===== src/rtl/sevenseg_mux_driver.sv =====
// sevenseg_mux_driver
// Time-multiplexed driver for a DIGITS-wide seven-segment display. A shadow
// copy of the value and decimal points is captured on load, and one digit is
// driven at a time. Each digit stays on for REFRESH_DIV clock cycles.
// Digit 0 is the rightmost, least significant digit.
//
// Ports:
//   clk       system clock, everything on the rising edge
//   reset     synchronous, active-high reset
//   data      4*DIGITS bits, nibble i is digit i
//   dp_in     decimal point request per digit
//   load      capture data/dp_in into the shadow registers
//   hex_mode  1 = nibbles 10-15 shown as A..F, 0 = shown blank
//   blank_lz  1 = suppress leading zeros (digit 0 always shown)
//   an        digit enables, one-hot in the active level
//   y         segments {a,b,c,d,e,f,g}, y[6] = a
//   dp        decimal point for the current digit
module sevenseg_mux_driver #(
  parameter int DIGITS      = 4,
  parameter int REFRESH_DIV = 50000,
  parameter int ACTIVE_LOW  = 1
) (
  input  logic                  clk,
  input  logic                  reset,
  input  logic [4*DIGITS-1:0]   data,
  input  logic [DIGITS-1:0]     dp_in,
  input  logic                  load,
  input  logic                  hex_mode,
  input  logic                  blank_lz,
  output logic [DIGITS-1:0]     an,
  output logic [6:0]            y,
  output logic                  dp
);

  localparam int PW = $clog2(REFRESH_DIV);
  localparam int IW = $clog2(DIGITS);
  localparam logic [PW-1:0] PRE_LAST = PW'(REFRESH_DIV - 1);
  localparam logic [IW-1:0] IDX_LAST = IW'(DIGITS - 1);
  localparam logic INV = (ACTIVE_LOW != 0);

  logic [PW-1:0]       prescaler;
  logic [IW-1:0]       digitIdx;
  logic [4*DIGITS-1:0] shadowData;
  logic [DIGITS-1:0]   shadowDp;
  logic                tick;

  logic [3:0]          curNibble;
  logic                curDp;
  logic                lzBlank;
  logic                allZero;
  logic [DIGITS-1:0]   anHigh;
  logic [6:0]          segHigh;

  // Active-high abcdefg pattern for one hex nibble.
  function automatic logic [6:0] decodeHex(input logic [3:0] nib);
    case (nib)
      4'h0: decodeHex = 7'h7E;
      4'h1: decodeHex = 7'h30;
      4'h2: decodeHex = 7'h6D;
      4'h3: decodeHex = 7'h79;
      4'h4: decodeHex = 7'h33;
      4'h5: decodeHex = 7'h5B;
      4'h6: decodeHex = 7'h5F;
      4'h7: decodeHex = 7'h70;
      4'h8: decodeHex = 7'h7F;
      4'h9: decodeHex = 7'h7B;
      4'hA: decodeHex = 7'h77;
      4'hB: decodeHex = 7'h1F;
      4'hC: decodeHex = 7'h4E;
      4'hD: decodeHex = 7'h3D;
      4'hE: decodeHex = 7'h4F;
      default: decodeHex = 7'h47;
    endcase
  endfunction

  assign tick = (prescaler == PRE_LAST);

  // Prescaler and digit index advance together: the index only moves on
  // the last prescaler count, so every digit gets exactly REFRESH_DIV cycles.
  always_ff @(posedge clk) begin
    if (reset) begin
      prescaler <= '0;
      digitIdx  <= '0;
    end else begin
      prescaler <= tick ? '0 : prescaler + 1'b1;
      if (tick) begin
        digitIdx <= (digitIdx == IDX_LAST) ? '0 : digitIdx + 1'b1;
      end
    end
  end

  // Shadow registers decouple the display from the datapath; inputs only
  // matter on a load edge, and reset takes priority over a concurrent load.
  always_ff @(posedge clk) begin
    if (reset) begin
      shadowData <= '0;
      shadowDp   <= '0;
    end else if (load) begin
      shadowData <= data;
      shadowDp   <= dp_in;
    end
  end

  // Select the current digit and work out leading-zero blanking. Scanning
  // from the top digit down, allZero tracks whether every nibble from the
  // top through digit j is zero; the current digit is blanked if that holds
  // at its own position (never for digit 0).
  always_comb begin
    curNibble = '0;
    curDp     = 1'b0;
    lzBlank   = 1'b0;
    allZero   = 1'b1;
    anHigh    = '0;
    for (int j = DIGITS - 1; j >= 0; j--) begin
      allZero = allZero & (shadowData[4*j +: 4] == 4'h0);
      if (j == int'(digitIdx)) begin
        curNibble = shadowData[4*j +: 4];
        curDp     = shadowDp[j];
        anHigh[j] = 1'b1;
        if (j != 0) begin
          lzBlank = allZero;
        end
      end
    end
  end

  // Segment pattern in active-high form; blanking removes segments only,
  // the anode and decimal point still follow the scan and shadow.
  always_comb begin
    segHigh = decodeHex(curNibble);
    if ((blank_lz && lzBlank) || (!hex_mode && curNibble > 4'd9)) begin
      segHigh = 7'h00;
    end
  end

  // Output register: one cycle behind the index, polarity applied here so
  // reset drives every output to its inactive level.
  always_ff @(posedge clk) begin
    if (reset) begin
      an <= {DIGITS{INV}};
      y  <= {7{INV}};
      dp <= INV;
    end else begin
      an <= anHigh ^ {DIGITS{INV}};
      y  <= segHigh ^ {7{INV}};
      dp <= curDp ^ INV;
    end
  end

endmodule


===== config.mk =====
export PLATFORM = sky130hd
export DESIGN_NAME = sevenseg_mux_driver
export DESIGN_NICKNAME = d
export VERILOG_FILES = /design/src/rtl/sevenseg_mux_driver.sv
export SDC_FILE = /design/constraint.sdc
export NUM_CORES = 1
export LEC_CHECK = 0
export BUFFER_PORTS_ARGS = -buffer_cell sky130_fd_sc_hd__buf_4
export CORE_ASPECT_RATIO = 0.8
export CORE_MARGIN = 4
export CORE_UTILIZATION = 45
export CTS_CLUSTER_SIZE = 12
export DETAILED_ROUTE_END_ITERATION = 7
export MAX_ROUTING_LAYER = met4
export PLACE_DENSITY = 0.78
export SLEW_MARGIN = 5
export SYNTH_ARGS = -nofsm -noshare
export SYNTH_HDL_FRONTEND = slang
export SYNTH_SLANG_ARGS = --single-unit

===== constraint.sdc =====
create_clock -name clk -period 4.1 [get_ports clk]
set_input_delay 0.41 -clock clk [delete_from_list [all_inputs] [get_ports clk]]
set_output_delay 0.41 -clock clk [all_outputs]
set_load 0.05 [all_outputs]

==> run_results.csv, run 1 <==
group,metric,value,unit
layout,fillers,449,
timing,whs,0.3400,ns
synth,synth_top_area_frac,0.4251,
placement,dp.cells,335,
die,dieArea,6461,sq um
global_routing,grt_usage,0.1576,
timing,relSlewSlack,0.4389,
timing,rsz0062_at_grt,"false",
clocking,cts-resized-gates,0,
synth,yosys.cell_count.top_type,"dfxtp_1",
global_routing,top_usage_layer,"met2",
setup_path,crit_required,4.31,ns
setup_path,rr_worst_depth,10,
placement,gp_congestion,0.8885,
die,num_rows,23,
synth,yosys_warnings,0,
die,fp.dieH,72.70,um
clocking,cts_tree,"yes",
routing,firstDrtPassIters,4,
clocking,clk-insertion-delay-late,0.30,ns
power,vdd_drop_max,0.2160,mV
global_routing,use_met3,0.03273,
clocking,cts-root-buf,"clkbuf_8",
synth,syn-cell-area,2355,sq um
synth,yosysTopAreaCell,"dfxtp_1",
layout,seq_area,1001,sq um
routing,dr_total_vias,1801,
timing,period_share,0.6528,
job,max-cap-violations,0,
global_routing,grt_pass1_wl,7.700,mm
min_path,hold_class,"input pin to register",
timing,skew,0.007765,ns
synth,synth_cell_types,45,
global_routing,grt_use_met2,0.2224,
placement,dp_hpwl,3.546,mm
run_status,outcome,"completed",
routing,post-route-drc-count,0,
routing,routed_wl,4.743,mm
min_path,hold_depth,3,
clocking,clockBufferDepth,2,
routing,drt_iter0_drc,141,
global_routing,first_global_vias,1724,
layout,areaGrowthSynthToFinish,16.42,%
power,leakagePower,0.001139,uW
synth,synth_ff_type,"dfxtp_1",
layout,antenna_cells,0,
layout,nets,316,
global_routing,antenna_found_initial,0,
synth,synthArstFlopShare,0,
synth,yosys-top-cells-count,"dfxtp_1 (50), nor2_1 (46), mux2i_1 (25)",
routing,ant_nets,0,
layout,multi_input_area,1245,sq um
layout,fin_cells,343,
layout,drive_above_1_share,0.1922,
routing,avgRoutedWirePerCell,13.83,um
synth,ys_seq_area_frac,0.4251,
routing,vias_per_cell,5.251,
clocking,clk_pin_slew_worst_paths,0.09,ns
timing,max_freq,373.6,MHz
clocking,hold_buffers,0,
global_routing,grt_max_degree,31,
clocking,cts_buffers,5,
clocking,clkSinkCount,50,
layout,finalInstanceArea,2741,sq um
setup_path,start_kind,"register",
setup_path,crit_type,"register to register",
synth,synth_area_leaders,"dfxtp_1 (43%), mux2i_1 (11%), nor2_1 (7.3%)",
die,ios,37,
global_routing,met1_usage,0.2202,
timing,setup_viol,0,
setup_path,end_kind,"register",
placement,portBuffers,36,
synth,ys_ff_latch,50,
die,start_util,0.4676,
timing,min_period,2.676,ns
synth,synth-edff-count,0,
placement,place_area,2635,sq um
global_routing,grt_overflow,0,
timing,fin_tns_setup,0,ns
timing,hold_violations,0,
power,power_density,360.9,nW/um^2
clocking,ctsHtreeMaxLevel,2,
synth,synthesis.nets,285,
setup_path,arrival,2.89,ns
synth,postSynthAreaPerCell,9.457,sq um
timing,drv_slew,0,
setup_path,worst-path-max-fanout,16,
die,core-area,5036,sq um
clocking,post_cts_buffers,0,
die,die_w,88.88,um
timing,tightestPinTransition,0.8417,ns
synth,syn_inst,249,
-- routing by layer --
| layer | share of wire | wire [um] | vias up |
|---|---|---|---|
| met5 | 0 | 0 | - |
| met1 | 0.49 | 2343 | 828 |
| met2 | 0.42 | 1990 | 49 |
| met3 | 0.070 | 333 | 8 |
| met4 | 0.016 | 76 | 0 |
| li1 | - | - | 916 |
-- registers in the layout (all words and copies together), names as in the netlist --
name and flops:
digitIdx 2, y 7, an 4, shadowData 16, shadowDp 4, prescaler 16
dp 1
-- stage by stage --
step           total power (uW)  utilization  setup WS (ns)
2_1_floorplan             619.7            -          1.694
3_3_place_gp              661.3       0.5232          1.600
3_5_place_dp              664.2       0.5232          1.483
4_1_cts                   998.3       0.5443          1.461
5_1_grt                    1024       0.5443          1.211
6_report                  989.4       0.5443          1.424
-- cell families (layout without fill, tap and decap cells) --
logic type	Yosys count	after routing	synth area share
AO/OA/AOI/OAI	25	25	0.09936
XOR/XNOR	14	14	0.05207
adder cells (fa/ha/maj)	11	11	0.05845
buffers and inverters	23	55	0.04623
flip-flops	50	50	0.4251
multiplexers	26	26	0.1111
AND/OR/NAND/NOR	100	100	0.2078
-- worst paths after layout --
path | start | to | slack (ns)
worst max-delay path | digitIdx[0] | y[5] | 1.42
worst min-delay path | data[5] | shadowData[5] | 0.34
worst max register to register | digitIdx[0] | y[5] | 1.42
worst min register to register | prescaler[0] | prescaler[0] | 0.47
-- cell type report --
cell class              instances  area share
multi-input cells             176      0.4541
flip-flops and latches         50      0.3651
repair buffers                 36     0.09859
well taps                      62     0.02830
clock buffers                   7     0.02784
inverters                      11     0.01506
clock inverters                 1     0.01095
-- where the power goes --
group          total [uW]  switching, uW  internal [uW]  leakage, uW
combinational         131           75.0           55.9     0.000676
sequential            522           14.6            507     0.000411
clock                 337            154            183    0.0000524
total                 989            244            746      0.00114
-- layout by cell type (no fill, tap or decap), types with 2 or more instances in the layout --
cell type | synthesis | layout
o21ai_0 | 3 | 3
nor4_1 | 4 | 4
a211oi_1 | 4 | 4
xnor2_1 | 8 | 8
nor2_1 | 46 | 46
ha_1 | 11 | 11
nand2b_1 | 5 | 5
nand3b_1 | 4 | 4
buf_4 | 3 | 36
nand2_1 | 14 | 14
and3_1 | 2 | 2
dfxtp_1 | 50 | 50
nand3_1 | 9 | 9
a221o_1 | 2 | 2
clkbuf_1 | 5 | 2
xor2_1 | 6 | 6
nor3b_1 | 4 | 4
clkbuf_8 | 0 | 5
inv_1 | 11 | 11
a21oi_1 | 3 | 3
mux2i_1 | 25 | 25
nor3_1 | 3 | 3
nand4_1 | 2 | 2
-- worst max-delay path, cell delays in order (launching register included) --
cell and delay [ns]:
dfxtp_1 0.39, inv_1 0.08, ha_1 0.41, a211oi_1 0.27, a221o_1 0.36, inv_1 0.14
ha_1 0.27, nor2_1 0.13, nor2_2 0.05, o31a_4 0.38, o311ai_1 0.09
(Power assumes the default switching activity.)
==> run 2: changes to the inputs <==
- ABC_AREA: default -> 1
- PLACE_DENSITY: 0.78 -> 0.77
- clock period: 4.1 -> 2.6 ns (I/O delays scaled with it)
==> run_results.csv, run 2 <==
group,metric,value,unit
run_status,outcome,"completed",
synth,synth_cell_types,32,
synth,synth_ff_type,"dfxtp_1",
global_routing,grt_usage,0.1652,
synth,synthesis.nets,380,
clocking,clkSinkCount,50,
clocking,cts_tree,"yes",
placement,dp_hpwl,3.942,mm
routing,routed_wl,5.218,mm
setup_path,arrival,2.55,ns
setup_path,rr_worst_depth,15,
placement,gp_congestion,0.8722,
job,max-cap-violations,0,
layout,drive_above_1_share,0.1689,
timing,tightestPinTransition,0.7028,ns
layout,fin_cells,441,
min_path,min_to,"shadowDp[2]",
timing,fin_tns_setup,0,ns
routing,drt_iter0_drc,110,
layout,layout_common_cells,"nand2_1 (73), nor2_1 (58), dfxtp_1 (50)",
placement,dp.cells,435,
global_routing,grt_overflow,0,
synth,postSynthAreaPerCell,7.223,sq um
synth,yosys.cell_count.top_type,"nand2_1",
synth,ys_ff_latch,50,
setup_path,start_kind,"register",
die,core-area,5180,sq um
timing,relSlewSlack,0.5310,
setup_path,rr_startpoint,"digitIdx[0]",
synth,syn-cell-area,2485,sq um
setup_path,worst-path-max-fanout,8,
synth,synth_area_leaders,"dfxtp_1 (40%), nand2_1 (11%), nor2_1 (8.8%)",
die,ios,37,
timing,skew,0.005058,ns
layout,top_regs,"prescaler: 16 flops, shadowData: 16 flops, y: 7 flops",
power,leakagePower,0.001308,uW
synth,yosys_warnings,0,
synth,syn_inst,344,
timing,whs,0.1858,ns
routing,dr_total_vias,2169,
timing,period_share,0.8869,
synth,ys_seq_area_frac,0.4028,
routing,ant_nets,0,
timing,min_period,2.306,ns
timing,hold_violations,0,
timing,drv_slew,0,
die,start_util,0.4797,
clocking,clk_pin_slew_worst_paths,0.08,ns
placement,portBuffers,36,
min_path,hold_class,"input pin to register",
timing,max_freq,433.6,MHz
die,num_rows,23,
setup_path,crit_type,"register to register",
setup_path,end_kind,"register",
global_routing,antenna_found_initial,0,
synth,yosysTopAreaCell,"dfxtp_1",
clocking,post_cts_buffers,0,
global_routing,first_global_vias,2018,
synth,synth-edff-count,0,
global_routing,grt_pass1_wl,8.769,mm
min_path,hold_depth,3,
setup_path,reg2reg_to,"y[2]",
power,power_density,517.3,nW/um^2
global_routing,grt_max_degree,29,
layout,final_common_cell,"nand2_1",
clocking,clk-insertion-delay-late,0.29,ns
synth,yosys-top-cells-count,"nand2_1 (73), nor2_1 (58), dfxtp_1 (50)",
synth,synthArstFlopShare,0,
clocking,cts-resized-gates,0,
setup_path,crit_required,2.84,ns
layout,nets,416,
clocking,ctsHtreeMaxLevel,2,
die,dieArea,6782,sq um
routing,avgRoutedWirePerCell,11.83,um
die,fp.dieH,74.47,um
die,die_w,91.08,um
routing,post-route-drc-count,0,
min_path,worstHoldStart,"dp_in[2]",
layout,areaGrowthSynthToFinish,15.66,%
timing,rsz0062_at_grt,"false",
clocking,cts_buffers,5,
clocking,clockBufferDepth,2,
routing,firstDrtPassIters,4,
routing,vias_per_cell,4.918,
layout,antenna_cells,0,
clocking,cts-root-buf,"clkbuf_8",
synth,synth_top_area_frac,0.4028,
setup_path,worst-r2r-setup-slack,0.29,ns
clocking,hold_buffers,0,
power,vdd_drop_max,0.2475,mV
timing,setup_viol,0,
[run 2: cell families (layout without fill, tap and decap cells)]
family          Yosys count  in the layout  synth area share
flops                    50             50            0.4028
fa+ha+maj                11             11           0.05539
xor+xnor                  4              4           0.01410
compound gates           50             50            0.1118
simple gates            181            181            0.3343
buf+inv                  48             83           0.08157
[run 2: critical path, stage by stage, from the launching register on]
cell	delay, ns
dfxtp_1	0.39
inv_1	0.10
ha_1	0.28
inv_2	0.15
nand3_1	0.09
nand2_1	0.08
nand2_1	0.05
nand2_1	0.13
inv_1	0.13
ha_1	0.25
or2_2	0.31
nand2_2	0.07
nand2_2	0.06
nand2_4	0.08
inv_1	0.05
nand3_1	0.05
[run 2: where the power goes]
group | internal, uW | leakage, uW | switching (uW)
Sequential | 804 | 0.000412 | 18.9
Combinational | 84.9 | 0.000853 | 142
Clock | 206 | 0.0000431 | 231
[run 2: per-layer routing]
layer / global-route usage / vias to the layer above / wire length, um
li1: - / 1158 / -
met1: 0.2133 / 960 / 2759
met2: 0.2569 / 47 / 2119
met3: 0.04550 / 4 / 302
met4: 0.04515 / 0 / 37
met5: - / - / 0
[run 2: worst max-delay path by stage]
stage                            from  endpoint  slack [ns]  cells after the start
after floorplan           digitIdx[0]      y[2]        0.56                     15
after global placement    digitIdx[0]      y[1]        0.41                     15
after detailed placement  digitIdx[0]      y[2]        0.32                     15
after CTS                 digitIdx[0]      y[2]        0.30                     15
after global routing      digitIdx[0]      y[6]        0.04                     15
final                     digitIdx[0]      y[2]        0.29                     15
[run 2: cell type report]
| type | instances | area, sq um |
|---|---|---|
| Inverter | 39 | 146.4 |
| Tap cell | 62 | 77.57 |
| Clock buffer | 6 | 82.58 |
| Multi-Input combinational cell | 246 | 1281 |
| Fill cell | 513 | 2306 |
| Timing Repair Buffer | 38 | 285.3 |
| Sequential cell | 50 | 1001 |
[run 2: metrics by stage]
step	setup slack, ns	instance area [sq um]	util	power [uW]
finish	0.2939	2874	0.5548	1487
global route	0.03988	2874	0.5548	1560
CTS	0.3041	2874	0.5548	1502
detailed placement	0.3171	2791	0.5389	1068
global placement	0.4111	2791	0.5389	1066
floorplan	0.5646	2485	-	992.0
==> run 3: changes to the inputs <==
- CELL_PAD_IN_SITES_DETAIL_PLACEMENT: default -> 0
- CELL_PAD_IN_SITES_GLOBAL_PLACEMENT: default -> 1
- CORE_UTILIZATION: 45 -> 41
- PLACE_DENSITY: 0.77 -> 0.91
==> run_results.csv, run 3 (synthesis gave the netlist of run 2 again) <==
group,metric,value,unit
setup_path,crit_required,2.84,ns
timing,drv_slew,0,
layout,multi_input_area,1281,sq um
placement,portBuffers,36,
setup_path,start_kind,"register",
layout,final_common_cell,"nand2_1",
setup_path,arrival,2.51,ns
routing,ant_nets,0,
clocking,clockBufferDepth,2,
global_routing,grt_max_degree,27,
layout,nets,416,
die,num_rows,25,
clocking,clkSinkCount,50,
clocking,clk-insertion-delay-late,0.29,ns
run_status,outcome,"completed",
routing,post-route-drc-count,0,
layout,drive_above_1_share,0.1706,
die,die_w,95.04,um
placement,dp_hpwl,4.023,mm
global_routing,grt_overflow,0,
layout,fillers,636,
clocking,cts-root-buf,"clkbuf_8",
die,core-area,5881,sq um
routing,vias_per_cell,4.632,
die,dieArea,7378,sq um
layout,areaGrowthSynthToFinish,17.72,%
clocking,clk_pin_slew_worst_paths,0.09,ns
global_routing,grt_usage,0.1508,
timing,rsz0062_at_grt,"false",
global_routing,antenna_found_initial,0,
die,start_util,0.4226,
setup_path,crit_type,"register to register",
global_routing,grt_pass1_wl,8.707,mm
routing,drt_iter0_drc,124,
timing,skew,0.003799,ns
clocking,hold_buffers,0,
clocking,ctsHtreeMaxLevel,2,
timing,hold_violations,0,
layout,top_regs,"prescaler: 16 flops, shadowData: 16 flops, y: 7 flops",
layout,layout_common_cells,"nand2_1 (73), nor2_1 (58), dfxtp_1 (50)",
placement,gp_congestion,0.8539,
power,vdd_drop_max,0.2446,mV
clocking,post_cts_buffers,0,
layout,antenna_cells,0,
timing,relSlewSlack,0.5121,
timing,max_freq,440.4,MHz
routing,avgRoutedWirePerCell,11.33,um
setup_path,end_kind,"register",
routing,routed_wl,5.235,mm
die,fp.dieH,77.63,um
timing,period_share,0.8734,
power,leakagePower,0.001316,uW
clocking,cts_tree,"yes",
routing,firstDrtPassIters,4,
clocking,cts-resized-gates,0,
clocking,cts_buffers,5,
setup_path,worst-path-max-fanout,8,
timing,setup_slack,0.3292,ns
layout,seq_area,1001,sq um
timing,tightestPinTransition,0.7311,ns
die,ios,37,
min_path,hold_class,"input pin to register",
timing,min_period,2.271,ns
timing,setup_viol,0,
job,max-cap-violations,0,
power,power_density,543.2,nW/um^2
placement,pre_cts_ws,0.3381,ns
routing,dr_total_vias,2140,
global_routing,first_global_vias,1887,
timing,fin_tns_setup,0,ns
==> run 3: path summary, 6_finish.rpt <==
| kind | from | to | slack (ns) | depth (start not counted) |
|---|---|---|---|---|
| worst max-delay path | digitIdx[0] | y[0] | 0.33 | 15 |
| worst min-delay path | data[12] | shadowData[12] | 0.18 | 3 |
| worst max register to register | digitIdx[0] | y[0] | 0.33 | 15 |
| worst min register to register | shadowData[2] | shadowData[2] | 0.46 | 2 |
==> run 3: through the flow <==
stage	cells	power (uW)	utilization	instance area (sq um)	hold WS, ns
CTS	462	1605	0.4974	2925	0.1738
global placement	454	1066	0.4787	2815	0.4345
floorplan	344	992.0	-	2485	0.3528
global route	462	1668	0.4974	2925	0.1688
finish	462	1589	0.4974	2925	0.1784
detailed placement	454	1068	0.4787	2815	0.4511
==> run 3: critical path, cell delays in order, from the launching register on <==
cell and delay, ns:
dfxtp_1 0.39, inv_1 0.09, ha_1 0.27, inv_2 0.14, nand3_1 0.10, nand2_1 0.08, nand2_1 0.04, nand2_1 0.12
inv_1 0.12, ha_1 0.24, or2_2 0.31, nand2_2 0.07, nand2_2 0.06, nand2_4 0.09, nor2_4 0.04, nand2_1 0.05
==> run 3: where the power goes <==
part | internal, uW | switching [uW]
combinational | 84.6 | 140
sequential | 804 | 19.6
clock | 287 | 253
total | 1180 | 413
==> run 3: routing by layer <==
metal / up-vias / wire (um) / track usage
met2: 44 / 2121 / 0.2146
met5: - / 0 / -
met1: 934 / 2799 / 0.2179
met4: 0 / 23 / 0.03314
met3: 2 / 289 / 0.03295
li1: 1160 / - / -
==> run 3: layout make-up <==
type / instances / share of cell area
multi-input cells: 246 / 0.4380
repair buffers: 38 / 0.09752
inverters: 39 / 0.05004
well taps: 81 / 0.03464
clock buffers: 6 / 0.02481
flip-flops and latches: 50 / 0.3422
clock inverters: 2 / 0.01283
